==> config.mk <==
export PLATFORM = sky130hd
export DESIGN_NAME = frontend_fetch_ctrl
export DESIGN_NICKNAME = d
export VERILOG_FILES = /design/src/rtl/frontend_fetch_ctrl_pkg.sv /design/src/rtl/frontend_inflight_tracker.sv /design/src/rtl/frontend_fetch_ctrl.sv
export SDC_FILE = /design/constraint.sdc
export NUM_CORES = 1
export LEC_CHECK = 0
export ABC_AREA = 1
export BUFFER_PORTS_ARGS = -buffer_cell sky130_fd_sc_hd__buf_2
export CAP_MARGIN = 20
export CELL_PAD_IN_SITES_DETAIL_PLACEMENT = 1
export CELL_PAD_IN_SITES_GLOBAL_PLACEMENT = 1
export CORE_MARGIN = 2
export CORE_UTILIZATION = 31
export CTS_CLUSTER_DIAMETER = 100
export DETAILED_ROUTE_END_ITERATION = 7
export GPL_TIMING_DRIVEN = 0
export PLACE_DENSITY = 0.78
export SYNTH_ARGS = -nofsm -noshare
export SYNTH_HDL_FRONTEND = slang
export SYNTH_SLANG_ARGS = --single-unit
==> constraint.sdc <==
create_clock -name clock -period 1.75 [get_ports clock]
set_input_delay 0 -clock clock [delete_from_list [all_inputs] [get_ports clock]]
set_output_delay 0 -clock clock [all_outputs]
set_load 0.1 [all_outputs]
==> src/rtl/frontend_fetch_ctrl_pkg.sv <==
// Shared types and helpers for the hart 0 fetch controller.
//   fetch_state_e : controller sequencing states
//   fetch_pc_t    : fetch address at the default 32-bit width
//   cnt_width()   : bits needed to hold an in-flight count of 0..max_inflight
package frontend_fetch_ctrl_pkg;

  typedef enum logic [1:0] {
    StIdle,
    StFetch,
    StDrain,
    StFlush
  } fetch_state_e;

  localparam int unsigned FetchPcW = 32;
  typedef logic [FetchPcW-1:0] fetch_pc_t;

  function automatic int unsigned cnt_width(input int unsigned max_inflight);
    return $clog2(max_inflight + 1);
  endfunction

endpackage

==> src/rtl/frontend_inflight_tracker.sv <==
// Counts accepted-but-unanswered fetches and the number of those that went stale
// because of a redirect.
//   clk_i, rst_i      : clock, synchronous active-high reset
//   req_fire_i        : a fetch request was accepted this cycle
//   resp_fire_i       : a fetch response is delivered this cycle
//   redirect_i        : core redirect this cycle
//   inflight_q_o      : registered in-flight count
//   inflight_next_o   : in-flight count after this cycle's fire/response
//   resp_kill_o       : the response delivered this cycle is stale
module frontend_inflight_tracker
  import frontend_fetch_ctrl_pkg::*;
#(
  parameter int unsigned MaxInflight = 2,
  parameter int unsigned CntW        = cnt_width(MaxInflight)
) (
  input  logic            clk_i,
  input  logic            rst_i,
  input  logic            req_fire_i,
  input  logic            resp_fire_i,
  input  logic            redirect_i,
  output logic [CntW-1:0] inflight_q_o,
  output logic [CntW-1:0] inflight_next_o,
  output logic            resp_kill_o
);

  logic [CntW-1:0] inflight_q, inflight_d;
  logic [CntW-1:0] kill_cnt_q, kill_cnt_d;
  logic            resp_ok;

  // A response with nothing outstanding is ignored so the counter stays at 0.
  assign resp_ok = resp_fire_i && (inflight_q != '0);

  always_comb begin
    inflight_d = inflight_q;
    if (req_fire_i && !resp_ok) begin
      inflight_d = inflight_q + CntW'(1);
    end else if (!req_fire_i && resp_ok) begin
      inflight_d = inflight_q - CntW'(1);
    end
  end

  // Everything still outstanding after a redirect is stale, including a response
  // that lands in the redirect cycle itself.
  assign resp_kill_o = !rst_i && resp_fire_i && ((kill_cnt_q != '0) || redirect_i);

  always_comb begin
    kill_cnt_d = kill_cnt_q;
    if (redirect_i) begin
      kill_cnt_d = inflight_q - CntW'(resp_ok);
    end else if (resp_kill_o) begin
      kill_cnt_d = kill_cnt_q - CntW'(1);
    end
  end

  always_ff @(posedge clk_i) begin
    if (rst_i) begin
      inflight_q <= '0;
      kill_cnt_q <= '0;
    end else begin
      inflight_q <= inflight_d;
      kill_cnt_q <= kill_cnt_d;
    end
  end

  assign inflight_q_o    = inflight_q;
  assign inflight_next_o = inflight_d;

  resp_without_req_a: assert property (@(posedge clk_i) disable iff (rst_i)
    resp_fire_i |-> (inflight_q != '0));

  kill_le_inflight_a: assert property (@(posedge clk_i) disable iff (rst_i)
    kill_cnt_q <= inflight_q);

endmodule

==> src/rtl/frontend_fetch_ctrl.sv <==
// Drives hart 0's fetch stream into the Frontend: sequential fetch PCs, core
// redirects, stale-response marking and the fence.i drain-then-flush sequence.
//   clock, reset     : sole clock, synchronous active-high reset
//   reset_pc         : PC loaded while reset is high
//   redirect_valid/pc: one-cycle core redirect and its target
//   core_stall       : suppress new fetch requests
//   req_valid/ready  : fetch request handshake, req_pc is the fetch address
//   resp_fire        : Frontend response delivered; resp_kill marks it stale
//   fencei_valid     : level fence.i request, fencei_done pulses on completion
//   flush_icache     : one-cycle icache invalidate
//   fetch_idle       : nothing outstanding and fetching normally
module frontend_fetch_ctrl
  import frontend_fetch_ctrl_pkg::*;
#(
  parameter int unsigned VADDR_W      = 32,
  parameter int unsigned FETCH_BYTES  = 4,
  parameter int unsigned MAX_INFLIGHT = 2
) (
  input  logic               clock,
  input  logic               reset,
  input  logic [VADDR_W-1:0] reset_pc,
  input  logic               redirect_valid,
  input  logic [VADDR_W-1:0] redirect_pc,
  input  logic               core_stall,
  output logic               req_valid,
  input  logic               req_ready,
  output logic [VADDR_W-1:0] req_pc,
  input  logic               resp_fire,
  output logic               resp_kill,
  input  logic               fencei_valid,
  output logic               fencei_done,
  output logic               flush_icache,
  output logic               fetch_idle
);

  localparam int unsigned CntW = cnt_width(MAX_INFLIGHT);

  fetch_state_e       state_q, state_d;
  logic [VADDR_W-1:0] pc_q, pc_d;
  logic [CntW-1:0]    inflight_q, inflight_next;
  logic               req_fire;

  frontend_inflight_tracker #(
    .MaxInflight (MAX_INFLIGHT),
    .CntW        (CntW)
  ) u_tracker (
    .clk_i           (clock),
    .rst_i           (reset),
    .req_fire_i      (req_fire),
    .resp_fire_i     (resp_fire),
    .redirect_i      (redirect_valid),
    .inflight_q_o    (inflight_q),
    .inflight_next_o (inflight_next),
    .resp_kill_o     (resp_kill)
  );

  // Only the registered count gates issue, so a response never combinationally
  // re-opens the request slot in the same cycle.
  assign req_valid = !reset && (state_q == StFetch) && !core_stall && !redirect_valid &&
                     !fencei_valid && (inflight_q < CntW'(MAX_INFLIGHT));
  assign req_fire   = req_valid && req_ready;
  assign req_pc     = pc_q;
  assign fetch_idle = !reset && (state_q == StFetch) && (inflight_q == '0);

  always_comb begin
    state_d      = state_q;
    flush_icache = 1'b0;
    fencei_done  = 1'b0;
    unique case (state_q)
      StIdle:  state_d = StFetch;
      StFetch: if (fencei_valid) state_d = StDrain;
      // Looking at the next count lets the flush follow the last response directly.
      StDrain: if (inflight_next == '0) state_d = StFlush;
      StFlush: begin
        flush_icache = !reset;
        fencei_done  = !reset;
        state_d      = StFetch;
      end
      default: state_d = StIdle;
    endcase
  end

  // A redirect retargets the PC in every state but does not abort a pending flush.
  always_comb begin
    pc_d = pc_q;
    if (redirect_valid) begin
      pc_d = redirect_pc;
    end else if (req_fire) begin
      pc_d = pc_q + VADDR_W'(FETCH_BYTES);
    end
  end

  always_ff @(posedge clock) begin
    if (reset) begin
      state_q <= StIdle;
      pc_q    <= reset_pc;
    end else begin
      state_q <= state_d;
      pc_q    <= pc_d;
    end
  end

endmodule

==> flow_metrics.env, run 1 <==
export IMPL_timing_final_ws_setup_ns=-0.147
export IMPL_wl_per_cell_um=17.5
export IMPL_critPathLaunchType="flop"
export IMPL_syn_to_final_growth_pct=51.5
export IMPL_fin_skew_ns=0.00675
export IMPL_antenna_found_initial=0
export IMPL_drc_errors=0
export IMPL_criticalPathCategory="flop to flop"
export IMPL_diodes=0
export IMPL_worst_pin_slew_ns=0.846
export IMPL_routed_top_layer="met4"
export IMPL_synth_most_common_cell="nand2_1"
export IMPL_cp_required_ns=1.80
export IMPL_numPortBuffers=105
export IMPL_worstPathCellList="buf_4, nand3_1, inv_2, nand2_1, nor2_2, inv_2, nor2_4, nand2_1, xnor2_1, nand2_1, nand3_1"
export IMPL_rsz0062_at_grt="true"
export IMPL_met3_length_um=600
export IMPL_core_region_area_sq_um=8720
export IMPL_slew_headroom_pct=43.6
export IMPL_via_per_inst=5.06
export IMPL_io_pins=108
export IMPL_worst_ir_drop_vdd_mv=0.349
export IMPL_synth_area_sq_um=2800
export IMPL_fin_tns_setup_ns=-0.684
export IMPL_cpLargestDelayFamily="simple AND/OR/NAND/NOR gates"
export IMPL_drive_above_1_share_pct=41.9
export IMPL_violations="hold timing, setup timing"
export IMPL_synth_top_flop_cell="edfxtp_1"
export IMPL_arrival_ns=1.95
export IMPL_muxShareOfSynthArea_pct=0
export IMPL_synth_top_cell_area_share_pct=34.3
export IMPL_finalCriticalPeriod_ns=1.90
export IMPL_dpl_hpwl_um=7890
export IMPL_place_gp_congestion=0.912
export IMPL_num_rows=34
export IMPL_synth_simple_area_share_pct=37.7
export IMPL_post_route_period_util_pct=108
export IMPL_hold_ws_ns=-0.00125
export IMPL_syn_num_nets=452
export IMPL_overflow=0
export IMPL_cts_tree="done"
export IMPL_finalSetupViolCount=11
export IMPL_grt_pass1_vias=3431
export IMPL_grt_max_degree=31
export IMPL_ys_ff_latch=38
export IMPL_synth_compound_area_share_pct=5.72
export IMPL_first_pass_iters=4
export IMPL_dieWidth_um=99.0
export IMPL_ant_nets=0
export IMPL_yosysWarnings=0
export IMPL_cp_max_fo=3
export IMPL_synth_edf_count=32
export IMPL_h_tree_depth=2
export IMPL_yosysTopAreaCell="edfxtp_1"
export IMPL_initial_core_util_pct=32.1
export IMPL_post_route_util_pct=48.7
export IMPL_power_leakage_uw=0.00201
export IMPL_grt_pass1_wl_um=16800
export IMPL_synth_xor_area_share_pct=6.57
export IMPL_ctsRootBufferMaster="clkbuf_8"
export IMPL_p_per_area_nw_per_um2=827
export IMPL_dr_total_vias=3287
export IMPL_nets=619
export IMPL_reg2reg_slack_ns=-0.15
export IMPL_min_path_type="primary input to flop"
export IMPL_crit_top_cell="nand2_1"
export IMPL_post_synth_fa_ha_maj_area_fraction_pct=3.13
export IMPL_postSynth_asyncResetShare_pct=0
export IMPL_critPathMaxStageDelay_ns=0.42
export IMPL_synth_top_family_by_area="simple AND/OR/NAND/NOR gates"
export IMPL_clk_latency_ns=0.30
export IMPL_yosysSeqAreaShare_pct=38.6
export IMPL_clock_sinks=38
export IMPL_die_area_sq_um=9810
export IMPL_wl_um=11300
export IMPL_synth_commonest_cells="nand2_1, nand3_1, inv_1"
export IMPL_synthDistinctLibCells=29
export IMPL_wl_met1_um=4710
export IMPL_hold_viol_final=1
export IMPL_synth_cells=374
export IMPL_wl_met2_um=5980
export IMPL_status="complete, but fails checks"
export IMPL_synth_area_leaders="edfxtp_1, nand2_1, nand3_1, inv_1, dfxtp_1"
export IMPL_cap_violations=0
export IMPL_fmax_ghz=0.527
export IMPL_critPathCaptureType="flop"
export IMPL_avgSynthCellArea_sq_um=7.49
export IMPL_slew_viol_final=0
export IMPL_drt_first_iter_violations=101
export IMPL_numCtsBuffers=5
export IMPL_die_h_um=99.0
export IMPL_grt_use_total_pct=21.9
export IMPL_crit_path_top_delay_cell="edfxtp_1"
export IMPL_crit_buf_inv=3
export IMPL_path_clk_slew_ns=0.08
export IMPL_clk_path_buf_depth=2
==> cells by family (layout without fill, tap and decap cells) <==
logic type	count (synthesis)	in the layout
simple gates	225	225
buf+inv	59	227
flops	38	38
compound gates	24	24
xor+xnor	21	21
fa+ha+maj	7	7
==> tightest hold or removal path: stages <==
cell and delay, ns:
buf_2 0.07, nand2_1 0.05, nand3_1 0.07
==> cell usage in the layout, fill, tap and decap left out, drive strengths merged <==
| cell | netlist | layout |
|---|---|---|
| o21ai | 6 | 6 |
| nor4 | 3 | 3 |
| nand4 | 11 | 11 |
| buf | 8 | 156 |
| xnor2 | 10 | 10 |
| nor2 | 34 | 34 |
| xor2 | 11 | 11 |
| nand2 | 100 | 100 |
| nand3 | 67 | 67 |
| clkbuf | 8 | 14 |
| inv | 43 | 43 |
| clkinv | 0 | 2 |
| dlygate4sd3 | 0 | 12 |
| edfxtp | 32 | 32 |
| a21boi | 1 | 1 |
| dfxtp | 6 | 6 |
| ha | 7 | 7 |
| nor3 | 9 | 9 |
| a211oi | 4 | 4 |
| a21oi | 2 | 2 |
| nand3b | 1 | 1 |
| o211ai | 11 | 11 |
==> report_power, final <==
part / switching, uW / internal (uW)
combinational: 1190 / 462
clock: 349 / 275
sequential: 115 / 1110
==> repair_timing <==
item	in CTS	in global routing
endpoints found under the hold margin	11	0
pin swaps	2	22
setup buffers	14	29
gates resized for setup	12	44
hold buffers	12	0
setup endpoints to repair	44	52
==> metrics by stage <==
stage	area, sq um	instances	setup slack (ns)	total power (uW)
after detailed placement	3540	587	-0.218	2630
after floorplan	2880	374	-0.719	2310
after global placement	3540	587	-0.189	2590
final	4240	650	-0.147	3510
after global routing	4240	650	-0.235	3660
after CTS	3890	621	-0.0536	3300
==> worst paths after layout <==
path | endpoint | cells after the start | from
worst max register to register | req_pc[31]$_DFFE_PP_ | 11 | req_pc[3]$_DFFE_PP_
worst min register to register | u_tracker.kill_cnt_q[1]$_SDFFE_PP0P_ | 2 | u_tracker.kill_cnt_q[1]$_SDFFE_PP0P_
worst max-delay path | req_pc[31]$_DFFE_PP_ | 11 | req_pc[3]$_DFFE_PP_
worst min-delay path | req_pc[12]$_DFFE_PP_ | 3 | reset_pc[12]
==> registers in the layout, summed over array words and instances, names as in the netlist <==
name,cells
u_tracker.inflight_q_o,2
req_pc,32
u_tracker.kill_cnt_q,2
state_q,2
==> area by class of cell <==
cell class / count / area [sq um]
Buffer: 16 / 71.3
Clock buffer: 6 / 72.6
Clock inverter: 2 / 8.76
Fill cell: 1081 / 4480
Inverter: 43 / 161
Multi-Input combinational cell: 277 / 1740
Sequential cell: 38 / 1090
Tap cell: 108 / 135
Timing Repair Buffer: 160 / 968
==> per-layer routing <==
layer,global-route usage [%],vias to the layer above
met5,0,-
met4,4.64,0
met3,4.33,6
met2,39.9,96
met1,26.6,1600
li1,-,1585
No activity file was read; power rests on OpenSTA's default activity.
==> run 2: changes to the inputs <==
--- a/config.mk
+++ b/config.mk
@@ -15,6 +15,7 @@
 export CTS_CLUSTER_DIAMETER = 100
 export DETAILED_ROUTE_END_ITERATION = 7
 export GPL_TIMING_DRIVEN = 0
+export MAX_ROUTING_LAYER = met4
 export PLACE_DENSITY = 0.78
 export SYNTH_ARGS = -nofsm -noshare
 export SYNTH_HDL_FRONTEND = slang
==> flow_metrics.env, run 2 (synthesized netlist as in run 1, its figures left out) <==
export IMPL_drc_errors=0
export IMPL_status="complete, but fails checks"
export IMPL_violations="setup timing"
export IMPL_fmax_ghz=0.527
export IMPL_critPathMaxStageDelay_ns=0.42
export IMPL_holdPathStages=3
export IMPL_hold_viol_final=0
export IMPL_hold_end="req_pc[26]$_DFFE_PP_"
export IMPL_post_route_util_pct=48.5
export IMPL_antenna_found_initial=0
export IMPL_dpl_hpwl_um=7890
export IMPL_ant_nets=0
export IMPL_worstPathCellList="buf_4, nand3_1, inv_2, nand2_1, nor2_2, inv_2, nor2_4, nand2_1, xnor2_1, nand2_1, nand3_1"
export IMPL_numPortBuffers=105
export IMPL_nets=618
export IMPL_via_per_inst=5.05
export IMPL_min_path_type="primary input to flop"
export IMPL_initial_core_util_pct=32.1
export IMPL_cts_tree="done"
export IMPL_r2r_end="req_pc[31]$_DFFE_PP_"
export IMPL_timing_final_ws_setup_ns=-0.146
export IMPL_critPathLaunchType="flop"
export IMPL_cpLargestDelayFamily="simple AND/OR/NAND/NOR gates"
export IMPL_die_h_um=99.0
export IMPL_io_pins=108
export IMPL_p_total_uw=3510
export IMPL_reg2reg_from="req_pc[3]$_DFFE_PP_"
export IMPL_grt_use_total_pct=22.5
export IMPL_cp_max_fo=3
export IMPL_rsz0062_at_grt="true"
export IMPL_worst_pin_slew_ns=0.832
export IMPL_cap_violations=0
export IMPL_grt_max_degree=31
export IMPL_wl_per_cell_um=17.5
export IMPL_overflow=0
export IMPL_drive_above_1_share_pct=41.8
export IMPL_p_per_area_nw_per_um2=829
export IMPL_syn_to_final_growth_pct=51.1
export IMPL_clock_sinks=38
export IMPL_num_rows=34
export IMPL_dieWidth_um=99.0
export IMPL_power_leakage_uw=0.00200
export IMPL_first_pass_iters=4
export IMPL_critPathCaptureType="flop"
export IMPL_dr_total_vias=3277
export IMPL_crit_buf_inv=3
export IMPL_finalCriticalPeriod_ns=1.90
export IMPL_reg2reg_slack_ns=-0.15
export IMPL_most_common_layout_cells="buf_2, nand2_1, nand3_1"
export IMPL_worst_ir_drop_vdd_mv=0.349
export IMPL_die_area_sq_um=9810
export IMPL_crit_top_cell="nand2_1"
export IMPL_startpoint="req_pc[3]$_DFFE_PP_"
export IMPL_final_common_cell="buf_2"
export IMPL_fillers=1083
export IMPL_slew_viol_final=0
export IMPL_numCtsBuffers=5
export IMPL_diodes=0
export IMPL_path_clk_slew_ns=0.08
export IMPL_post_route_period_util_pct=108
export IMPL_grt_pass1_vias=3440
export IMPL_h_tree_depth=2
export IMPL_finalSetupViolCount=11
export IMPL_slew_headroom_pct=44.5
export IMPL_hp_start="reset_pc[26]"
export IMPL_clk_latency_ns=0.30
export IMPL_crit_path_top_delay_cell="edfxtp_1"
export IMPL_crit_cells=11
export IMPL_largest_reg_flops=32
export IMPL_drt_first_iter_violations=102
export IMPL_fin_skew_ns=0.00405
export IMPL_wl_um=11300
export IMPL_arrival_ns=1.96
export IMPL_core_region_area_sq_um=8720
export IMPL_clk_path_buf_depth=2
export IMPL_worstRegToRegCells=11
export IMPL_grt_pass1_wl_um=16800
export IMPL_cp_required_ns=1.81
export IMPL_place_gp_congestion=0.928
export IMPL_ctsRootBufferMaster="clkbuf_8"
export IMPL_criticalPathCategory="flop to flop"
## run 2: through the flow
stage                     std cells  setup WS (ns)  setup TNS (ns)  hold slack [ns]  cell area, sq um
final                           649         -0.146          -0.729         0.000260              4230
after global routing            649         -0.235           -2.19          0.00777              4230
after CTS                       621        -0.0536          -0.105         0.000318              3890
after detailed placement        587         -0.218           -7.50            0.282              3540
after global placement          587         -0.189           -5.10            0.281              3540
after floorplan                 374         -0.719          -12.90            0.186              2880
## run 2: final cells by class
type / count / area, sq um / share of cell area [%]
clock buffer: 6 / 72.6 / 1.72
multi-input combinational: 277 / 1730 / 41.0
sequential: 38 / 1090 / 25.7
inverter: 43 / 161 / 3.82
timing repair buffer: 159 / 961 / 22.7
buffer: 16 / 71.3 / 1.69
clock inverter: 2 / 8.76 / 0.207
tap: 108 / 135 / 3.19
## run 2: worst max path at each step
stage                                end
global route        req_pc[31]$_DFFE_PP_
floorplan           req_pc[24]$_DFFE_PP_
global placement    req_pc[31]$_DFFE_PP_
CTS                 req_pc[24]$_DFFE_PP_
detailed placement  req_pc[18]$_DFFE_PP_
finish              req_pc[31]$_DFFE_PP_
## run 2: routing by layer
layer | global-route usage [%] | routed length (um)
met3 | 3.76 | 566
met4 | 4.64 | 110
met2 | 39.9 | 5930
met5 | - | 0
met1 | 26.7 | 4730
## run 2: timing repair
item | CTS | global route
buffers inserted | 14 | 28
hold buffers | 12 | 0
pin swaps | 2 | 22
hold endpoints to repair | 11 | 0
endpoints found under the setup margin | 44 | 52
gates resized for setup | 12 | 43
## run 2: tightest hold or removal path: cells and delay by family
kind | cells | cell delay, ns
buffers and inverters | 1 | 0.08
and+or+nand+nor | 2 | 0.12
## run 2: power by group
| part | switching [uW] | leakage [uW] | internal (uW) |
|---|---|---|---|
| clock network | 354 | 0.0000426 | 275 |
| registers | 114 | 0.000385 | 1110 |
| logic | 1190 | 0.00157 | 461 |
